### config.mk
export PLATFORM = sky130hd
export DESIGN_NAME = cla_adder_pipe
export DESIGN_NICKNAME = d
export VERILOG_FILES = /design/src/rtl/cla_adder_pipe_pkg.sv /design/src/rtl/cla_adder_pipe_slice.sv /design/src/rtl/cla_adder_pipe.sv
export SDC_FILE = /design/constraint.sdc
export NUM_CORES = 1
export LEC_CHECK = 0
export CORE_MARGIN = 5
export CORE_UTILIZATION = 40
export CTS_CLUSTER_SIZE = 24
export DETAILED_ROUTE_END_ITERATION = 12
export SKIP_LAST_GASP = 1
export SLEW_MARGIN = 5
export SYNTH_ARGS = -nofsm -noshare
export SYNTH_HDL_FRONTEND = slang
export SYNTH_SLANG_ARGS = --single-unit
### constraint.sdc
create_clock -name clk -period 2.94 [get_ports clk]
set_clock_uncertainty 0.1 [all_clocks]
set_input_delay 0.294 -clock clk [delete_from_list [all_inputs] [get_ports clk]]
set_output_delay 0.294 -clock clk [all_outputs]
set_load 0.005 [all_outputs]
### src/rtl/cla_adder_pipe_pkg.sv
// rtl/cla_adder_pipe_pkg.sv - shared op encodings and slice sizing for the pipelined CLA adder
package cla_adder_pipe_pkg;

  localparam logic OP_ADD = 1'b0;
  localparam logic OP_SUB = 1'b1;

  // Carry-lookahead group size inside each slice.
  localparam int GROUP = 4;

  function automatic int seg_width(input int width, input int stages);
    return width / stages;
  endfunction

endpackage

### src/rtl/cla_adder_pipe_slice.sv
// rtl/cla_adder_pipe_slice.sv - combinational SEG-bit carry-lookahead slice
module cla_slice
  import cla_adder_pipe_pkg::*;
#(
  parameter int SEG = 8
) (
  input  logic [SEG-1:0] a,
  input  logic [SEG-1:0] b,
  input  logic           cin,
  output logic [SEG-1:0] sum,
  output logic           cout,
  output logic           c_msb
);

  logic [SEG-1:0] g;
  logic [SEG-1:0] p;
  logic [SEG:0]   c;
  logic           gacc;
  logic           pacc;
  logic           cg;

  assign g = a & b;
  assign p = a ^ b;

  // Each bit carry is expanded from its group's carry-in and the group-local
  // generate/propagate prefix; only group carries chain between groups.
  always_comb begin
    c    = '0;
    gacc = 1'b0;
    pacc = 1'b1;
    cg   = cin;
    for (int i = 0; i < SEG; i++) begin
      if (i % GROUP == 0) begin
        gacc = 1'b0;
        pacc = 1'b1;
        cg   = (i == 0) ? cin : c[i];
      end
      c[i]   = gacc | (pacc & cg);
      gacc   = g[i] | (p[i] & gacc);
      pacc   = pacc & p[i];
      c[i+1] = gacc | (pacc & cg);
    end
  end

  assign sum   = p ^ c[SEG-1:0];
  assign cout  = c[SEG];
  assign c_msb = c[SEG-1];

endmodule

### src/rtl/cla_adder_pipe.sv
// rtl/cla_adder_pipe.sv - WIDTH-bit add/sub split into STAGES pipelined CLA slices with valid/ready
module cla_adder_pipe
  import cla_adder_pipe_pkg::*;
#(
  parameter int WIDTH  = 32,
  parameter int STAGES = 4
) (
  input  logic             clk,
  input  logic             rst_n,
  input  logic             in_valid,
  output logic             in_ready,
  input  logic [WIDTH-1:0] in_a,
  input  logic [WIDTH-1:0] in_b,
  input  logic             in_cin,
  input  logic             in_sub,
  output logic             out_valid,
  input  logic             out_ready,
  output logic [WIDTH-1:0] out_sum,
  output logic             out_cout,
  output logic             out_ovf,
  output logic             out_zero,
  output logic             busy
);

  localparam int SEG = seg_width(WIDTH, STAGES);

  if (STAGES < 1 || (WIDTH % STAGES) != 0) begin : g_bad_cfg
    $error("cla_adder_pipe: WIDTH must be a positive multiple of STAGES");
  end

  logic [STAGES-1:0]            vld_q, vld_d;
  logic [STAGES-1:0]            cy_q, cy_d;
  logic [STAGES-1:0]            msb_d;
  logic [STAGES-1:0][WIDTH-1:0] sum_q, sum_d;
  logic [STAGES-1:0][WIDTH-1:0] a_q, a_d;
  logic [STAGES-1:0][WIDTH-1:0] b_q, b_d;
  logic                         ovf_q, zero_q;
  logic                         en;

  // The whole pipe moves together; it only freezes when the output is stuck.
  assign en       = !vld_q[STAGES-1] || out_ready;
  assign in_ready = en;

  for (genvar k = 0; k < STAGES; k++) begin : g_stage
    logic [WIDTH-1:0] a_src, b_src, s_src;
    logic             c_src, v_src;
    logic [SEG-1:0]   seg_sum;

    if (k == 0) begin : g_first
      assign a_src = in_a;
      assign b_src = (in_sub == OP_SUB) ? ~in_b : in_b;
      assign c_src = (in_sub == OP_SUB) ? 1'b1 : in_cin;
      assign s_src = '0;
      assign v_src = in_valid;
    end else begin : g_next
      assign a_src = a_q[k-1];
      assign b_src = b_q[k-1];
      assign c_src = cy_q[k-1];
      assign s_src = sum_q[k-1];
      assign v_src = vld_q[k-1];
    end

    cla_slice #(.SEG(SEG)) u_slice (
      .a     (a_src[SEG-1:0]),
      .b     (b_src[SEG-1:0]),
      .cin   (c_src),
      .sum   (seg_sum),
      .cout  (cy_d[k]),
      .c_msb (msb_d[k])
    );

    // Unprocessed operand slices are shifted down so every stage reads bits [SEG-1:0].
    assign a_d[k]   = a_src >> SEG;
    assign b_d[k]   = b_src >> SEG;
    assign sum_d[k] = s_src | (WIDTH'(seg_sum) << (k * SEG));
    assign vld_d[k] = v_src;
  end

  always_ff @(posedge clk) begin
    if (!rst_n) begin
      vld_q  <= '0;
      cy_q   <= '0;
      sum_q  <= '0;
      a_q    <= '0;
      b_q    <= '0;
      ovf_q  <= 1'b0;
      zero_q <= 1'b0;
    end else if (en) begin
      vld_q  <= vld_d;
      cy_q   <= cy_d;
      sum_q  <= sum_d;
      a_q    <= a_d;
      b_q    <= b_d;
      ovf_q  <= msb_d[STAGES-1] ^ cy_d[STAGES-1];
      zero_q <= ~|sum_d[STAGES-1];
    end
  end

  assign out_valid = vld_q[STAGES-1];
  assign out_sum   = sum_q[STAGES-1];
  assign out_cout  = cy_q[STAGES-1];
  assign out_ovf   = ovf_q;
  assign out_zero  = zero_q;
  assign busy      = |vld_q;

endmodule

# == After elaboration in Yosys (flattened, before gate mapping) ==
# Index checks and enable logic that the tools add are counted.
# word_totals
ff_bits,210
inputBits,70
output_inout_bits,38
# classes
mux,2
bitwise_logic,153
n_reduce_logical,5
# op_table
operator,n
1-bit AND,80
8-bit XOR,8
1-bit OR,56
8-bit AND,4
32-bit two-way mux,1
32-bit NOT,1
32-bit by 24-bit OR with 32-bit output,1
32-bit OR,1
32-bit OR reduction,1
8-bit by 16-bit OR with 16-bit output,1
4-bit OR reduction,1
1-bit zero test,2
1-bit logical OR,1
1-bit two-way mux,1
1-bit XOR,1

# == Logic depth before layout (Yosys ltp) ==
# Gate-level depths: netlist of the first run.
# logic_depth
ltp_word,14
ltp_mapped,13

# == Modules after synthesis ==
# A second synthesis of the first run with hierarchy kept.
# unflattened
hier_cells,1011
area_unflattened_um2,8773.4
# by_module_without_submodules
mod,instances,cells_each,area_each_um2,seq_area_each_um2
cla_adder_pipe,1,831,7307.0,3723.6
cla_slice,4,45,366.6,0.0

# == Worst setup path after synthesis of the first run ==
# No wires, ideal clock.
# synth_timing
path_kind,register -> register
from,reg a_q (netlist bit g_stage[3].a_src[0])
to,"reg zero_q, in the netlist out_zero"
arrival_time_ns,2.434
required_time_ns,2.771
setup_slack_ns,0.337
path_stages_with_launch,11
path_buffers,0
path_cell_list,dfxtp_1 ha_1 a211o_1 a21o_1 a21o_1 fa_1 nor4_1 nand4_1 nor4_1 o311ai_0 o21ai_1
# synth_rtl
element,line,rtl
start: declaration,cla_adder_pipe.sv:35,"logic [STAGES-1:0][WIDTH-1:0] a_q, a_d;"
start signal: assignment,cla_adder_pipe.sv:84,a_q <= '0;
start signal: assignment,cla_adder_pipe.sv:92,a_q <= a_d;
8-bit AND,cla_adder_pipe_slice.sv:22,assign g = a & b;
1-bit AND,cla_adder_pipe_slice.sv:39,gacc = g[i] | (p[i] & gacc);
1-bit OR,cla_adder_pipe_slice.sv:39,
1-bit AND,cla_adder_pipe_slice.sv:39,
1-bit OR,cla_adder_pipe_slice.sv:39,
1-bit AND,cla_adder_pipe_slice.sv:39,
1-bit OR,cla_adder_pipe_slice.sv:39,
1-bit OR *,cla_adder_pipe_slice.sv:41,c[i+1] = gacc | (pacc & cg);
8-bit XOR *,cla_adder_pipe_slice.sv:45,assign sum = p ^ c[SEG-1:0];
via g_stage[3].seg_sum[4],cla_adder_pipe.sv:47,logic [SEG-1:0] seg_sum;
32-bit OR *,cla_adder_pipe.sv:75,assign sum_d[k] = s_src | (WIDTH'(seg_sum) << (k * SEG));
32-bit OR reduction *,cla_adder_pipe.sv:95,zero_q <= ~|sum_d[STAGES-1];
1-bit zero test *,cla_adder_pipe.sv:95,
end signal: assignment,cla_adder_pipe.sv:95,
end: declaration,cla_adder_pipe.sv:37,"logic ovf_q, zero_q;"
# The timed path passes the listed nets; every way through them passes the cells marked *.
# A chain may end at the register's enable or synchronous reset.

# == Worst setup path after layout of the first run ==
# Ends and elaborated chain as after synthesis.

==> flow_metrics.tcl, run 1 <==
set metrics [dict create \
    outcome "finished clean" \
    clk_latency_ns 0.43 \
    dieArea_um2 23930 \
    cts_root_buf "clkbuf_16" \
    initialDrtViolationCount 444 \
    stdcell_count 1317 \
    overflow 0 \
    fin_setup_tns_ns 0 \
    cts.sinks 186 \
    drt-total-wl_mm 18.02 \
    nets 1139 \
    worstPathArrival_ns 3.05 \
    core-area_um2 20820 \
    synthDistinctLibCells 49 \
    worstPathRequired_ns 3.20 \
    yosysTopAreaCellShare_pct 44.46 \
    yosysTopAreaCell "dfxtp_1" \
    synth_area_um2 8376 \
    p_per_area_nw_per_um2 566.9 \
    die_h_um 154.7 \
    fmax_mhz 358.9 \
    hold_path_class "in2reg" \
    synth_most_common_cell "nand2_1" \
    rows 53 \
    antenna_found_initial 0 \
    wl_per_cell_um 13.68 \
    routabilityCongestion 0.8049 \
    tritoncts "built" \
    htreeDepth 4 \
    grt_max_degree 194 \
    ant_nets 0 \
    hold_buffers 0 \
    via_count 6422 \
    cts_made_buffers 17 \
    synth_common_cells "nand2_1, dfxtp_1, a21boi_0, clkbuf_1, xnor2_1" \
    synth-warning-count 0 \
    cts_resized 0 \
    finalCritPeriodShare_pct 94.77 \
    period_needed_ns 2.786 \
    setup_ws_ns 0.1537 \
    final_util_pct 49.13 \
    critPathLaunchType "flip-flop" \
    pre_cts_slack_ns 0.02652 \
    boundaryPins 108 \
    critPathLaunch "g_stage[3].a_src[0]" \
    io_buffers 107 \
    ys_async_sr_fraction_pct 0 \
    setup_viol 0 \
    power.leakage_nw 4.224 \
    rr_startpoint "g_stage[3].a_src[0]" \
    rsz0062_at_grt "false" \
    via_per_inst 4.876 \
    synth.area.top_cells "dfxtp_1, nand2_1, a21boi_0" \
    seq_area_frac_synth_pct 44.46 \
    cts_buffer_depth 2 \
    ir_drop_mv 0.3645 \
    path_class "reg2reg" \
    hold_violations 0 \
    synth-edff-count 0 \
    avgSynthCellArea_um2 8.715 \
    drc 0 \
    drv_slew 0 \
    dr.pass1.iters 4 \
    synth_flop_cell "dfxtp_1" \
    maxCapViolCount 0 \
    synthCells 961 \
    r2r_slack_ns 0.15 \
    cp-endpoint "out_zero" \
    r2r_cells 10 \
    syn_to_final_growth_pct 22.14 \
    post_cts_buffers 0 \
    dpl.hpwl_mm 11.99 \
    tightestPinTransition_ns 0.6972 \
    first_global_vias 5828 \
    dpl.cell_count 1285 \
    die_x_um 154.7 \
    critPathMaxFanout 4 \
    ys_ff_latch 186 \
    synthesis.nets 1071 \
    gr-usage-all-layers_pct 14.96 \
    worstSetupEndpointType "flip-flop" \
    cts.reportedPaths.clkPinSlew_ns 0.07 \
    relSlewSlack_pct 53.52 \
    grt_pass1_wl_mm 29.53 \
    drive_above_1_share_pct 4.702 \
    start_util_pct 40.22 \
    antennaDiodeCount 0 \
    nFillCells 2067 \
    timing.rr.end "out_zero" \
]
==> metrics by stage <==
stage	power [mW]	area (um^2)	hold WS, ns
after floorplan	3.268	8376	0.3412
after global placement	3.539	9628	0.3510
after detailed placement	3.546	9628	0.3571
after CTS	5.867	10220	0.3151
after global routing	6.056	10230	0.3244
final	5.800	10230	0.3093
==> state kept, by name, indices dropped and copies added (netlist names) <==
name / flops
g_stage.a_src: 48
g_stage.b_src: 48
g_stage.s_src: 48
out_sum: 32
cy_q: 4
vld_q: 4
out_ovf: 1
out_zero: 1
==> metal layers <==
| metal | wire length [um] | GRT usage [%] | up-vias |
|---|---|---|---|
| li1 | - | - | 3384 |
| met3 | 793 | 3.274 | 18 |
| met1 | 9636 | 22.62 | 2902 |
| met5 | 0 | 0 | - |
| met2 | 7370 | 21.21 | 118 |
| met4 | 219 | 4.415 | 0 |
==> layout make-up <==
class | count | area [um^2] | area share [%]
Timing Repair Buffer | 115 | 1174 | 11.47
Multi-Input combinational cell | 694 | 4332 | 42.34
Inverter | 15 | 61.31 | 0.5993
Clock inverter | 11 | 135.1 | 1.321
Tap cell | 275 | 344.1 | 3.364
Sequential cell | 186 | 3724 | 36.40
Clock buffer | 21 | 460.4 | 4.501
==> cell usage in the layout, fill, tap and decap left out, types with 17 or more instances in the layout <==
master	netlist	final
a21boi_0	132	132
clkbuf_16	0	17
clkdlybuf4s50_1	0	105
dfxtp_1	186	186
ha_1	32	32
nand2_1	306	306
o211a_1	33	33
o21ai_0	21	21
xnor2_1	34	34
==> cells by family (layout without fill, tap and decap cells) <==
family	after synthesis	count (layout)	share of synthesized area [%]
simple gates	370	370	18.23
fa+ha+maj	40	40	6.692
compound gates	237	237	21.71
buf+inv	81	162	3.989
xor+xnor	46	46	4.810
flops	186	186	44.46
mux	1	1	0.1195
==> worst max-delay path, cell delays in order, from the launching register on <==
cell,delay (ns)
dfxtp_1,0.32
ha_1,0.31
a211o_1,0.31
a21o_1,0.20
a21o_1,0.20
fa_1,0.48
nor4_1,0.18
nand4_1,0.14
nor4_2,0.20
o311ai_1,0.15
o21ai_1,0.13
==> worst min-delay path by stage <==
stage / from / end / slack [ns] / cells past startpoint
after floorplan: g_stage[1].a_src[10] / g_stage[1].a_src[10] / 0.34 / 2
after global routing: in_a[24] / g_stage[1].a_src[16] / 0.32 / 3
after CTS: in_a[11] / g_stage[1].a_src[3] / 0.32 / 3
final: rst_n / g_stage[1].s_src[3] / 0.31 / 3
after detailed placement: g_stage[2].s_src[0] / g_stage[2].s_src[0] / 0.36 / 2
after global placement: g_stage[2].b_src[9] / g_stage[2].b_src[9] / 0.35 / 2
==> power by group <==
part	switching [mW]	total, mW	internal (mW)
logic	0.313	0.686	0.373
clock network	1.00	2.31	1.31
registers	0.110	2.80	2.69
No activity file was read; power rests on OpenSTA's default activity.
==> run 2: changes to the inputs <==
--- a/config.mk
+++ b/config.mk
@@ -5,7 +5,6 @@
 export SDC_FILE = /design/constraint.sdc
 export NUM_CORES = 1
 export LEC_CHECK = 0
-export CORE_MARGIN = 5
 export CORE_UTILIZATION = 40
 export CTS_CLUSTER_SIZE = 24
 export DETAILED_ROUTE_END_ITERATION = 12
==> constraint.sdc (replaced) <==
create_clock -name clk -period 2.94 [get_ports clk]
set_clock_uncertainty 0.1 [all_clocks]
set_input_delay 0.588 -clock clk [delete_from_list [all_inputs] [get_ports clk]]
set_output_delay 0.588 -clock clk [all_outputs]
set_load 0.005 [all_outputs]
==> flow_metrics.tcl, run 2 (synthesis gave the netlist of run 1 again) <==
set metrics [dict create \
    drt-total-wl_mm 18.02 \
    cts.reportedPaths.clkPinSlew_ns 0.06 \
    hold_violations 0 \
    htreeDepth 4 \
    start_util_pct 41.13 \
    first_global_vias 6103 \
    ant_nets 0 \
    dpl.hpwl_mm 12.22 \
    path_class "reg2reg" \
    core-area_um2 20360 \
    tritoncts "built" \
    critPathLaunchType "flip-flop" \
    power.leakage_nw 4.332 \
    grt_max_degree 153 \
    routabilityCongestion 0.7802 \
    maxCapViolCount 0 \
    fmax_mhz 361.9 \
    antenna_found_initial 0 \
    dieArea_um2 21520 \
    drc 0 \
    r2r_cells 10 \
    drive_above_1_share_pct 5.714 \
    final_common_cell "nand2_1" \
    tightestPinTransition_ns 0.5934 \
    rows 52 \
    cts_buffer_depth 2 \
    syn_to_final_growth_pct 24.02 \
    hold_buffers 0 \
    pre_cts_slack_ns -0.07605 \
    via_count 6494 \
    finalCritPeriodShare_pct 93.98 \
    min_to "g_stage[1].a_src[8]" \
    design_area_um2 10390 \
    drv_slew 0 \
    boundaryPins 108 \
    die_x_um 146.7 \
    outcome "finished clean" \
    hold_path_class "reg2reg" \
    cts.sinks 186 \
    rr_startpoint "g_stage[3].a_src[0]" \
    cts_root_buf "clkbuf_16" \
    cts_made_buffers 17 \
    dr.pass1.iters 4 \
    setup_ws_ns 0.1770 \
    rsz0062_at_grt "false" \
    nets 1147 \
    wl_per_cell_um 13.65 \
    die_h_um 146.7 \
    via_per_inst 4.920 \
    worstSetupEndpointType "flip-flop" \
    grt_pass1_wl_mm 30.76 \
    worstPathRequired_ns 3.20 \
    r2r_slack_ns 0.18 \
    ir_drop_mv 0.3226 \
    setup_viol 0 \
    timing.rr.end "out_zero" \
    critPathMaxFanout 4 \
    gr-usage-all-layers_pct 17.57 \
    whs_path_depth 2 \
    overflow 0 \
    initialDrtViolationCount 369 \
    io_buffers 107 \
    clk_latency_ns 0.43 \
    mostFrequentLayoutCells "nand2_1, dfxtp_1, a21boi_0" \
    antennaDiodeCount 0 \
    worstPathArrival_ns 3.02 \
    min_from "g_stage[1].a_src[8]" \
    period_needed_ns 2.763 \
    relSlewSlack_pct 60.44 \
    dpl_cell_area_um2 9669 \
    p_per_area_nw_per_um2 598.0 \
]
-- run 2: cell type report --
type	count	area [um^2]
sequential	186	3724
inverter	15	61.31
clock buffer	18	439.2
clock inverter	14	266.5
tap	270	337.8
fill	2005	9977
multi-input combinational	694	4338
timing repair buffer	123	1221
-- run 2: repair_timing --
| item | in CTS | in global routing |
|---|---|---|
| endpoints found under the setup margin | 1 | 1 |
| resized for setup | 1 | 2 |
| buffers inserted | 0 | 0 |
| pin swaps | 0 | 1 |
-- run 2: worst max path at each step --
stage / end / from / cells after the start
2_1_floorplan: g_stage[1].s_src[4] / in_sub / 12
3_5_place_dp: g_stage[1].s_src[4] / in_b[1] / 11
5_1_grt: out_zero / g_stage[3].a_src[0] / 10
3_3_place_gp: g_stage[1].s_src[4] / in_b[1] / 11
6_report: out_zero / g_stage[3].a_src[0] / 10
4_1_cts: out_zero / g_stage[3].a_src[0] / 10
-- run 2: per-stage QoR --
step | cells | utilization [%] | hold WS, ns | setup TNS (ns) | power, mW
2_1_floorplan | 961 | - | 0.3412 | 0 | 3.268
5_1_grt | 1320 | 51.01 | 0.3806 | 0 | 6.500
3_3_place_gp | 1288 | 47.48 | 0.3495 | -0.04966 | 3.550
4_1_cts | 1320 | 50.98 | 0.3632 | 0 | 6.279
3_5_place_dp | 1288 | 47.48 | 0.3538 | -0.09844 | 3.560
6_report | 1320 | 51.01 | 0.3593 | 0 | 6.212
-- run 2: power by group --
part | total, mW | internal [mW] | switching, mW
Combinational | 0.703 | 0.383 | 0.319
Sequential | 2.80 | 2.69 | 0.108
Clock | 2.71 | 1.71 | 0.997
-- run 2: worst max-delay path: stages, from the launching register on --
cell and delay [ns]:
dfxtp_1 0.33, ha_1 0.31, a211o_1 0.32, a21o_1 0.20, a21o_1 0.20, fa_1 0.49
nor4_2 0.16, nand4_1 0.12, nor4_2 0.20, o311ai_1 0.14, o21ai_1 0.12
-- run 2: routing by layer --
layer,global-route usage [%],up-vias,wire length (um)
met5,0,-,0
met4,5.781,0,165
met3,3.261,12,595
met2,25.73,107,7546
met1,25.77,2978,9715
li1,-,3397,-
